$ cat src/rtl/transmit_packet.sv
// transmit_packet: reads a length-prefixed frame from an Avalon-MM RAM and
// streams it byte by byte, big-endian within each word, into a MAC TX FIFO.
//
// Parameters
//   BASE_ADDR  RAM word address of the length header; payload starts at +1
//   MAX_LEN    largest legal frame length in bytes
// Ports
//   clk_original, rst_n        clock, async active-low reset
//   start                      one-cycle transmit request (accepted only when idle)
//   busy, done, len_err        status: frame in progress / finished / bad header
//   ram_addr, ram_chipselect,
//   ram_read, ram_readdata,
//   ram_waitrequest            Avalon-MM read master
//   ff_tx_data, ff_tx_wren,
//   ff_tx_sop, ff_tx_eop,
//   ff_tx_rdy                  MAC TX FIFO write side
// Build option
//   TX_MIN_PAD_EN  when defined, frames shorter than 60 bytes are padded with
//                  0x00 up to 60 bytes; otherwise exactly length bytes are sent.
module transmit_packet #(
    parameter logic [9:0]  BASE_ADDR = 10'd5,
    parameter logic [11:0] MAX_LEN   = 12'd1024
) (
    input  logic        clk_original,
    input  logic        rst_n,
    input  logic        start,
    output logic        busy,
    output logic        done,
    output logic        len_err,
    output logic [9:0]  ram_addr,
    output logic        ram_chipselect,
    output logic        ram_read,
    input  logic [31:0] ram_readdata,
    input  logic        ram_waitrequest,
    output logic [7:0]  ff_tx_data,
    output logic        ff_tx_wren,
    output logic        ff_tx_sop,
    output logic        ff_tx_eop,
    input  logic        ff_tx_rdy
);

    localparam int unsigned ADDR_W = 10;
    localparam int unsigned DATA_W = 32;
    localparam int unsigned LEN_W  = 12;
    localparam int unsigned BYTE_W = 8;

    localparam logic [2:0] S_IDLE = 3'd0;
    localparam logic [2:0] S_HDR  = 3'd1;
    localparam logic [2:0] S_WORD = 3'd2;
    localparam logic [2:0] S_SEND = 3'd3;
    localparam logic [2:0] S_DONE = 3'd4;

    logic [2:0]        state_q, state_d;
    logic              busy_d, done_d, len_err_d;
    logic [ADDR_W-1:0] ram_addr_d;
    logic              ram_read_d;
    logic [BYTE_W-1:0] ff_tx_data_d;
    logic              ff_tx_wren_d, ff_tx_sop_d, ff_tx_eop_d;
    logic [LEN_W-1:0]  len_q, len_d;
    logic [LEN_W-1:0]  cnt_q, cnt_d;
    logic [1:0]        sel_q, sel_d;
    logic [DATA_W-1:0] hold_q, hold_d;

    logic              rd_ok;
    logic [LEN_W-1:0]  hdr_len;
    logic [LEN_W-1:0]  nxt_cnt;
    logic [LEN_W-1:0]  last_idx;
    logic [1:0]        sel_nxt;
    logic [BYTE_W-1:0] nxt_byte;

    // Chip select simply mirrors the registered read strobe.
    assign ram_chipselect = ram_read;

    assign rd_ok   = ram_read & ~ram_waitrequest;
    assign hdr_len = ram_readdata[LEN_W-1:0];
    assign nxt_cnt = cnt_q + LEN_W'(1);
    assign sel_nxt = sel_q + 2'd1;

`ifdef TX_MIN_PAD_EN
    localparam logic [LEN_W-1:0] MIN_FRAME = 12'd60;
    // Index of the EOP byte: short frames are stretched to the minimum size.
    assign last_idx = (len_q < MIN_FRAME) ? (MIN_FRAME - LEN_W'(1)) : (len_q - LEN_W'(1));
`else
    assign last_idx = len_q - LEN_W'(1);
`endif

    // Byte following the current one within the holding word, MSB first.
    always_comb begin
        nxt_byte = hold_q[31:24];
        case (sel_nxt)
            2'd0:    nxt_byte = hold_q[31:24];
            2'd1:    nxt_byte = hold_q[23:16];
            2'd2:    nxt_byte = hold_q[15:8];
            default: nxt_byte = hold_q[7:0];
        endcase
    end

    // State register and all registered outputs.
    always_ff @(posedge clk_original or negedge rst_n) begin
        if (!rst_n) begin
            state_q    <= S_IDLE;
            busy       <= 1'b0;
            done       <= 1'b0;
            len_err    <= 1'b0;
            ram_addr   <= '0;
            ram_read   <= 1'b0;
            ff_tx_data <= '0;
            ff_tx_wren <= 1'b0;
            ff_tx_sop  <= 1'b0;
            ff_tx_eop  <= 1'b0;
            len_q      <= '0;
            cnt_q      <= '0;
            sel_q      <= '0;
            hold_q     <= '0;
        end else begin
            state_q    <= state_d;
            busy       <= busy_d;
            done       <= done_d;
            len_err    <= len_err_d;
            ram_addr   <= ram_addr_d;
            ram_read   <= ram_read_d;
            ff_tx_data <= ff_tx_data_d;
            ff_tx_wren <= ff_tx_wren_d;
            ff_tx_sop  <= ff_tx_sop_d;
            ff_tx_eop  <= ff_tx_eop_d;
            len_q      <= len_d;
            cnt_q      <= cnt_d;
            sel_q      <= sel_d;
            hold_q     <= hold_d;
        end
    end

    // Next-state and next-output logic.
    always_comb begin
        state_d      = state_q;
        busy_d       = busy;
        done_d       = 1'b0;
        len_err_d    = 1'b0;
        ram_addr_d   = ram_addr;
        ram_read_d   = ram_read;
        ff_tx_data_d = ff_tx_data;
        ff_tx_wren_d = ff_tx_wren;
        ff_tx_sop_d  = ff_tx_sop;
        ff_tx_eop_d  = ff_tx_eop;
        len_d        = len_q;
        cnt_d        = cnt_q;
        sel_d        = sel_q;
        hold_d       = hold_q;

        case (state_q)
            S_IDLE: begin
                if (start) begin
                    state_d    = S_HDR;
                    busy_d     = 1'b1;
                    ram_read_d = 1'b1;
                    ram_addr_d = BASE_ADDR;
                    cnt_d      = '0;
                    sel_d      = '0;
                end
            end

            S_HDR: begin
                if (rd_ok) begin
                    if ((hdr_len == '0) || (hdr_len > MAX_LEN)) begin
                        state_d    = S_IDLE;
                        ram_read_d = 1'b0;
                        busy_d     = 1'b0;
                        len_err_d  = 1'b1;
                    end else begin
                        // Read strobe stays high straight into the first payload read.
                        state_d    = S_WORD;
                        len_d      = hdr_len;
                        ram_addr_d = BASE_ADDR + ADDR_W'(1);
                    end
                end
            end

            S_WORD: begin
                if (rd_ok) begin
                    state_d      = S_SEND;
                    hold_d       = ram_readdata;
                    ram_read_d   = 1'b0;
                    ram_addr_d   = ram_addr + ADDR_W'(1);
                    sel_d        = '0;
                    ff_tx_wren_d = 1'b1;
                    ff_tx_data_d = ram_readdata[31:24];
                    ff_tx_sop_d  = (cnt_q == '0);
                    ff_tx_eop_d  = (cnt_q == last_idx);
                end
            end

            S_SEND: begin
                // Nothing moves until the FIFO takes the presented byte.
                if (ff_tx_rdy) begin
                    cnt_d = nxt_cnt;
                    if (ff_tx_eop) begin
                        state_d      = S_DONE;
                        done_d       = 1'b1;
                        busy_d       = 1'b0;
                        ff_tx_wren_d = 1'b0;
                        ff_tx_sop_d  = 1'b0;
                        ff_tx_eop_d  = 1'b0;
`ifdef TX_MIN_PAD_EN
                    end else if (nxt_cnt >= len_q) begin
                        // Payload exhausted: pad with zeros, no further RAM reads.
                        sel_d        = sel_nxt;
                        ff_tx_data_d = '0;
                        ff_tx_sop_d  = 1'b0;
                        ff_tx_eop_d  = (nxt_cnt == last_idx);
`endif
                    end else if (sel_q == 2'd3) begin
                        state_d      = S_WORD;
                        ram_read_d   = 1'b1;
                        ff_tx_wren_d = 1'b0;
                        ff_tx_sop_d  = 1'b0;
                        ff_tx_eop_d  = 1'b0;
                    end else begin
                        sel_d        = sel_nxt;
                        ff_tx_data_d = nxt_byte;
                        ff_tx_sop_d  = 1'b0;
                        ff_tx_eop_d  = (nxt_cnt == last_idx);
                    end
                end
            end

            S_DONE: begin
                state_d = S_IDLE;
            end

            default: begin
                state_d      = S_IDLE;
                busy_d       = 1'b0;
                ram_read_d   = 1'b0;
                ff_tx_wren_d = 1'b0;
                ff_tx_sop_d  = 1'b0;
                ff_tx_eop_d  = 1'b0;
            end
        endcase
    end

endmodule

$ cat config.mk
export PLATFORM = sky130hd
export DESIGN_NAME = transmit_packet
export DESIGN_NICKNAME = d
export VERILOG_FILES = /design/src/rtl/transmit_packet.sv
export SDC_FILE = /design/constraint.sdc
export NUM_CORES = 1
export LEC_CHECK = 0
export ABC_AREA = 1
export BUFFER_PORTS_ARGS = -buffer_cell sky130_fd_sc_hd__buf_2
export CAP_MARGIN = 20
export CORE_ASPECT_RATIO = 0.6
export CORE_UTILIZATION = 60
export CTS_BUF_LIST = sky130_fd_sc_hd__clkbuf_4 sky130_fd_sc_hd__clkbuf_8
export DETAILED_ROUTE_END_ITERATION = 6
export PLACE_DENSITY_LB_ADDON = 0.3
export SLEW_MARGIN = 10
export SYNTH_ARGS = -nofsm -noshare
export SYNTH_HDL_FRONTEND = slang
export SYNTH_SLANG_ARGS = --single-unit
$ cat constraint.sdc
create_clock -name clk_original -period 1.9 [get_ports clk_original]
set_input_delay 0.38 -clock clk_original [delete_from_list [all_inputs] [get_ports clk_original]]
set_output_delay 0.38 -clock clk_original [all_outputs]
set_load 0.01 [all_outputs]
**Word-level counts from Yosys, hierarchy flattened**

Index checks and enable logic that the tools add are counted.
W data, S select, Z words.

- Memory bits (read-only): 0
- Latch bits: 0
- Memories kept: 0
- Bits in writable memories: 0
- Output and inout bits: 26
- Register bits: 86
- Logic and storage cells: 125
- Input port bits: 37

- $mul: 0
- Shift-type cells: 0
- $lt $le $gt $ge: 1
- Bitwise operators: 6
- Reduce and logical (&&, ||, !) cells: 22
- Equality and inequality tests: 20
- Div/mod/pow operators: 0
- Add/subtract/negate cells: 4
- Mux-type cells: 58

Operators with widths:

| kind | count |
|---|---|
| $mux W10 | 4 |
| $mux W8 | 4 |
| $pmux W10 S3 | 1 |
| $mux W1 | 25 |
| $eq A12 B12 Y1 | 2 |
| $logic_not A12 Y1 | 2 |
| $mux W12 | 2 |
| $pmux W12 S2 | 1 |
| $pmux W8 S3 | 1 |
| $ne A2 B2 Y1 const B | 10 |
| $mux W3 | 6 |
| $pmux W8 S2 | 1 |
| $reduce_and A5 Y1 | 3 |
| $add A12 B1 Y12 const B | 1 |
| $gt A12 B11 Y1 const B | 1 |
| $mux W2 | 6 |
| $pmux W3 S4 | 1 |
| $reduce_and A6 Y1 | 2 |
| $sub A12 B1 Y12 const B | 1 |
| $add A10 B1 Y10 const B | 1 |
| $pmux W1 S3 | 3 |
| $reduce_and A3 Y1 | 3 |
| $reduce_and A8 Y1 | 1 |
| $eq A3 B2 Y1 const B | 2 |
| other kinds (20) | 27 |

**Logic depth before layout (Yosys ltp)**

- Word-level depth: 7
- Gate-level depth with buffers: 16
- Depth with buffers taken out: 15

**Worst setup path before layout**

Ideal clock, no wire load.

- Path type: reg2reg
- Start point: register len_q[0]
- End point: register ff_tx_eop
- Slack: 0.141 ns
- Period minus slack after synthesis: 1.759 ns
- Data required time: 1.823 ns
- Arrival: 1.681 ns
- Cell stages (with the launch flop): 17
- Library setup time: 0.077 ns
- Cells stage by stage: dfrtp_1 clkinv_1 ha_1 buf_2 inv_1 nand2_1 nand3_1 nand2_1 nor2_1 nand2_1 nor2_1 nand2_1 nor2_1 nand3_1 nand2_1 inv_1 a21oi_1

- Longest elaborated chain between the ends: 6
- Elaborated cells on any way between the ends: 8
- Those cells by class: add/sub: 1; eq/ne: 2; mux: 5

Ends and longest elaborated chain:

| what | line | text |
|---|---|---|
| start: declaration | 59 | `logic [LEN_W-1:0] len_q, len_d;` |
| start signal: assignment | 126 | `len_q <= len_d;` |
| $sub A12 B1 Y12 (*) | 84 | `assign last_idx = len_q - LEN_W'(1);` |
| $eq A12 B12 Y1 | 221 | `ff_tx_eop_d = (nxt_cnt == last_idx);` |
| $mux W1 | 211 | `end else if (sel_q == 2'd3) begin` |
| $mux W1 | 196 | `if (ff_tx_eop) begin` |
| $mux W1 | 194 | `if (ff_tx_rdy) begin` |
| $pmux W1 S3 (*) | 150 | `case (state_q)` |
| end signal: assignment | 125 | `ff_tx_eop <= ff_tx_eop_d;` |
| end: declaration | 38 | `output logic ff_tx_eop,` |

Mark *: on every way between the ends. The rest lies on a longest branch, timed or not. The select of a mux whose other input is x is not followed.
A chain may end at the register's enable or synchronous reset.

**Worst setup path after layout**

- Start point: register state_q[2]
- End point: register ram_addr[6]

- Longest elaborated chain between the ends: 3
- Elaborated cells on any way between the ends: 10
- Those cells by class: eq/ne: 6; mux: 1; reduce/logical: 3

Ends and longest elaborated chain:

| what | line | text |
|---|---|---|
| start: declaration | 53 | `logic [2:0] state_q, state_d;` |
| start signal: assignment | 116 | `state_q <= state_d;` |
| $eq A3 B1 Y1 (tied with other cells) | 150 |  |
| $ne A2 B2 Y1 (no line) or $reduce_bool A3 Y1 (tied branches) | -- |  |
| $reduce_and A5 Y1 (no line) | -- |  |
| end signal: assignment | 120 | `ram_addr <= ram_addr_d;` |
| end: declaration | 30 | `output logic [9:0] ram_addr,` |

Several ways; a longest one is shown, not always the timed one.

==> summary.md <==
| Metric | Value |
|---|---|
| Worst Tran Pin Value | `0.523 ns` |
| Starting Density | `0.629` |
| Antenna diode count | `0` |
| Largest net degree at the start of global routing | `44` |
| Port bufs | `62` |
| Setup violations, final | `0` |
| Crit-path slowest cell | `dfrtp_1` |
| FMAX | `530 MHz` |
| Post-synthesis compound-gate area fraction | `0.101` |
| Fin. Hold Viols | `0` |
| Via count | `5312` |
| First-pass GRT wire length | `23.0 mm` |
| Worst path cell trace | `buf_4 > nor3_4 > inv_2 > o21ai_0 > nor2_1 > nand2_2 > buf_6 > nor2_4 > xnor2_1 > nor2_1` |
| Mean area per synthesized cell | `7.42 um^2` |
| Dpl hpwl | `10.8 mm` |
| Setup WS post-layout | `0.0128 ns` |
| EDFF count, synth | `0` |
| Most frequent CP cell | `nor2_1` |
| Gr ovfl total | `0` |
| Seq cells post-synth | `86` |
| Final wirelength | `15.1 mm` |
| Ys async rst share | `1.00` |
| Netlist cell types | `35` |
| Drt first-iter violations | `800` |
| Initial antenna violation count | `0` |
| Wirelength per Cell | `16.6 um` |
| Rel. slew slack | `0.651` |
| Die H | `73.0 um` |
| CP peak stage delay | `0.44 ns` |
| Min Clock Period, post-route | `1.89 ns` |
| Avg Vias per Cell | `5.85` |
| Root Driver | `clkbuf_8` |
| Period utilisation layout | `0.993` |
| Top FF cell, synth | `dfrtp_1` |
| Worst setup EP type | `flip-flop` |
| CTS max path bufs | `2` |
| CP Data Arrival Time | `2.12 ns` |
| Post-synthesis cell count | `679` |
| Buf/Inv on CP | `3` |
| Global Route Usage Sum | `0.345` |
| Leak pwr | `3.19 nW` |
| RSZ-0062 raised after global routing | `yes` |
| Row count | `25` |
| Worst slack at placement | `-0.160 ns` |
| Final hold slack | `0.236 ns` |
| Final Core Density | `0.781` |
| Post-synthesis cell area | `5040 um^2` |
| Clock insertion delay at the later pin of the skew report | `0.37 ns` |
| Core region area | `8010 um^2` |
| Slew Viols, Final | `0` |
| H-tree Lvls | `3` |
| WS Path Type | `flip-flop to flip-flop` |
| Vias in the first global route | `4757` |
| CTS tree | `yes` |
| Startpoint types | `flip-flop` |
| Drt pass-1 iters | `5` |
| Adder-Cell Fraction of Synth Area | `0.0224` |
| Mux share of post-synthesis cell area | `0.0469` |
| Syn_nets | `725` |
| RePlAce Congestion | `0.969` |
| PwrDens | `1500 nW/um^2` |
| Critical Path RT | `2.14 ns` |
| Post-route DRC violation count | `0` |
| Critical path launch point | `state_q[2]` |
| Placed cell count | `877` |
| Synth-to-Final Area Change | `24.1%` |
| Share of cells above drive strength 1 | `0.269` |
| Worst Hold Class | `primary input to flip-flop` |
| Worst Hold Launch | `ram_readdata[22]` |
| Layout Nets | `841` |
| ANT nets after route | `0` |
| Dominant combinational cell family by area after synthesis | `simple AND/OR/NAND/NOR gates` |
| Die Area | `8780 um^2` |
| Critical Path Fanout Max | `5` |
| Peak supply drop | `0.836 mV` |
| Top-level port count | `63` |
| Die Wd | `120 um` |
| Sequential-to-total area share from yosys stat | `0.427` |
| Ranking of synthesized cells by area | `dfrtp_1, nand2_1, inv_1` |
| Status | `complete, no violations` |
| Num CTS Buffers | `9` |
| Cell accounting for the most synthesized area | `dfrtp_1` |
| Max-Cap Viols | `0` |
| Yosys warnings | `0` |
| Top Family by Delay on Critical Path | `simple AND/OR/NAND/NOR gates` |
| Synth Area in Simple Gates | `0.308` |
| Clock Skews | `0.0134 ns` |
| Clk pin slew, worst setup/hold paths | `0.10 ns` |
| Post-Synth XOR/XNOR Area | `0.0201` |
| Clock sink count | `86` |
| Worst R2R Start | `state_q[2]` |
| Yosys top cell area share | `0.427` |
| Total Negative Setup Slacks | `0 ns` |
| Finished Layout Cells | `908` |
==> flip-flops by register name, indices dropped and copies added (netlist names) <==
name and flops:
hold_q 32, cnt_q 12, len_q 12, ram_addr 10, ff_tx_data 8, state_q 3, sel_q 2, busy 1
done 1, ff_tx_eop 1, ff_tx_sop 1, ff_tx_wren 1, len_err 1, ram_chipselect 1
==> cells by family (layout without fill, tap and decap cells) <==
kind of cell,count (synthesis),count (layout)
and+or+nand+nor,370,370
buffers and inverters,94,215
AOI/OAI and AO/OA,89,89
DFF,86,86
muxes,21,21
xor gates and xnor gates,10,10
adders and majority gates,9,9
==> through the flow <==
step           power, mW  area [um^2]
2_1_floorplan       5.73         5040
3_3_place_gp        7.07         5780
3_5_place_dp        7.30         5780
4_1_cts             8.67         6000
5_1_grt             9.96         6250
6_report            9.40         6250
==> path summary, 6_finish.rpt <==
kind	cells past startpoint	end	slack (ns)
worst max register to register	10	ram_addr[6]	0.01
worst max-delay path	10	ram_addr[6]	0.01
max in group asynchronous	3	hold_q[19]	0.76
worst min-delay path	2	hold_q[22]	0.24
worst min register to register	2	busy	0.49
min in group asynchronous	2	busy	0.50
==> cells in the mapped netlist (all sizes together) (2+ instances only) <==
cell type and count:
a21oi 14, a31oi 17, buf 12, clkbuf 6
dfrtp 86, ha 9, inv 75, mux2 21
nand2 217, nand3 50, nand4 18, nor2 78
nor3 4, o21ai 43, o22ai 11, o31ai 2
xnor2 5, xor2 4
==> power breakdown <==
part | leakage, nW | internal [mW] | switching, mW
sequential | 1.09 | 2.49 | 0.550
clock | 0.0996 | 0.612 | 0.711
combinational | 2.01 | 2.03 | 3.01
==> cell usage in the layout (no fill, tap or decap), types with 2 or more instances in the layout <==
cell and count:
nand2_1 207, dfrtp_1 81, inv_1 66, buf_2 61
nor2_1 59, buf_4 56, nand3_1 48, o21ai_0 40
mux2_2 21, nand4_1 18, a31oi_1 17, a21oi_1 12
o22ai_1 11, inv_2 10, nor2_2 10, nor2_4 9
clkbuf_8 9, nand2_2 7, ha_1 7, dfrtp_2 5
xnor2_1 4, xor2_1 4, nand2_4 3, buf_12 3
o21ai_1 2, o31ai_1 2, nor3_1 2, a21oi_2 2
nand3_2 2, clkinv_2 2, clkinv_4 2, buf_6 2
==> timing repair <==
action                                  CTS  global route
hold buffers                              1             0
endpoints found under the hold margin    27             0
setup buffers                             1            13
cloned                                    0             0
resized for setup                         3            51
pin swaps                                 0            30
endpoints found under the setup margin    7            14
==> routing by layer <==
metal / wire [um] / GRT usage
met1: 6370 / 0.506
met2: 6610 / 0.517
met3: 1800 / 0.0797
met4: 286 / 0.0947
met5: 0 / 0
==> cell type report <==
cell class	instances	area [um^2]
inverters	76	285
clock buffers	9	124
clock inverters	7	73.8
well taps	108	135
repair buffers	123	818
multi-input cells	499	2660
flip-flops and latches	86	2160
fillers	555	1760
(Power assumes the default switching activity.)
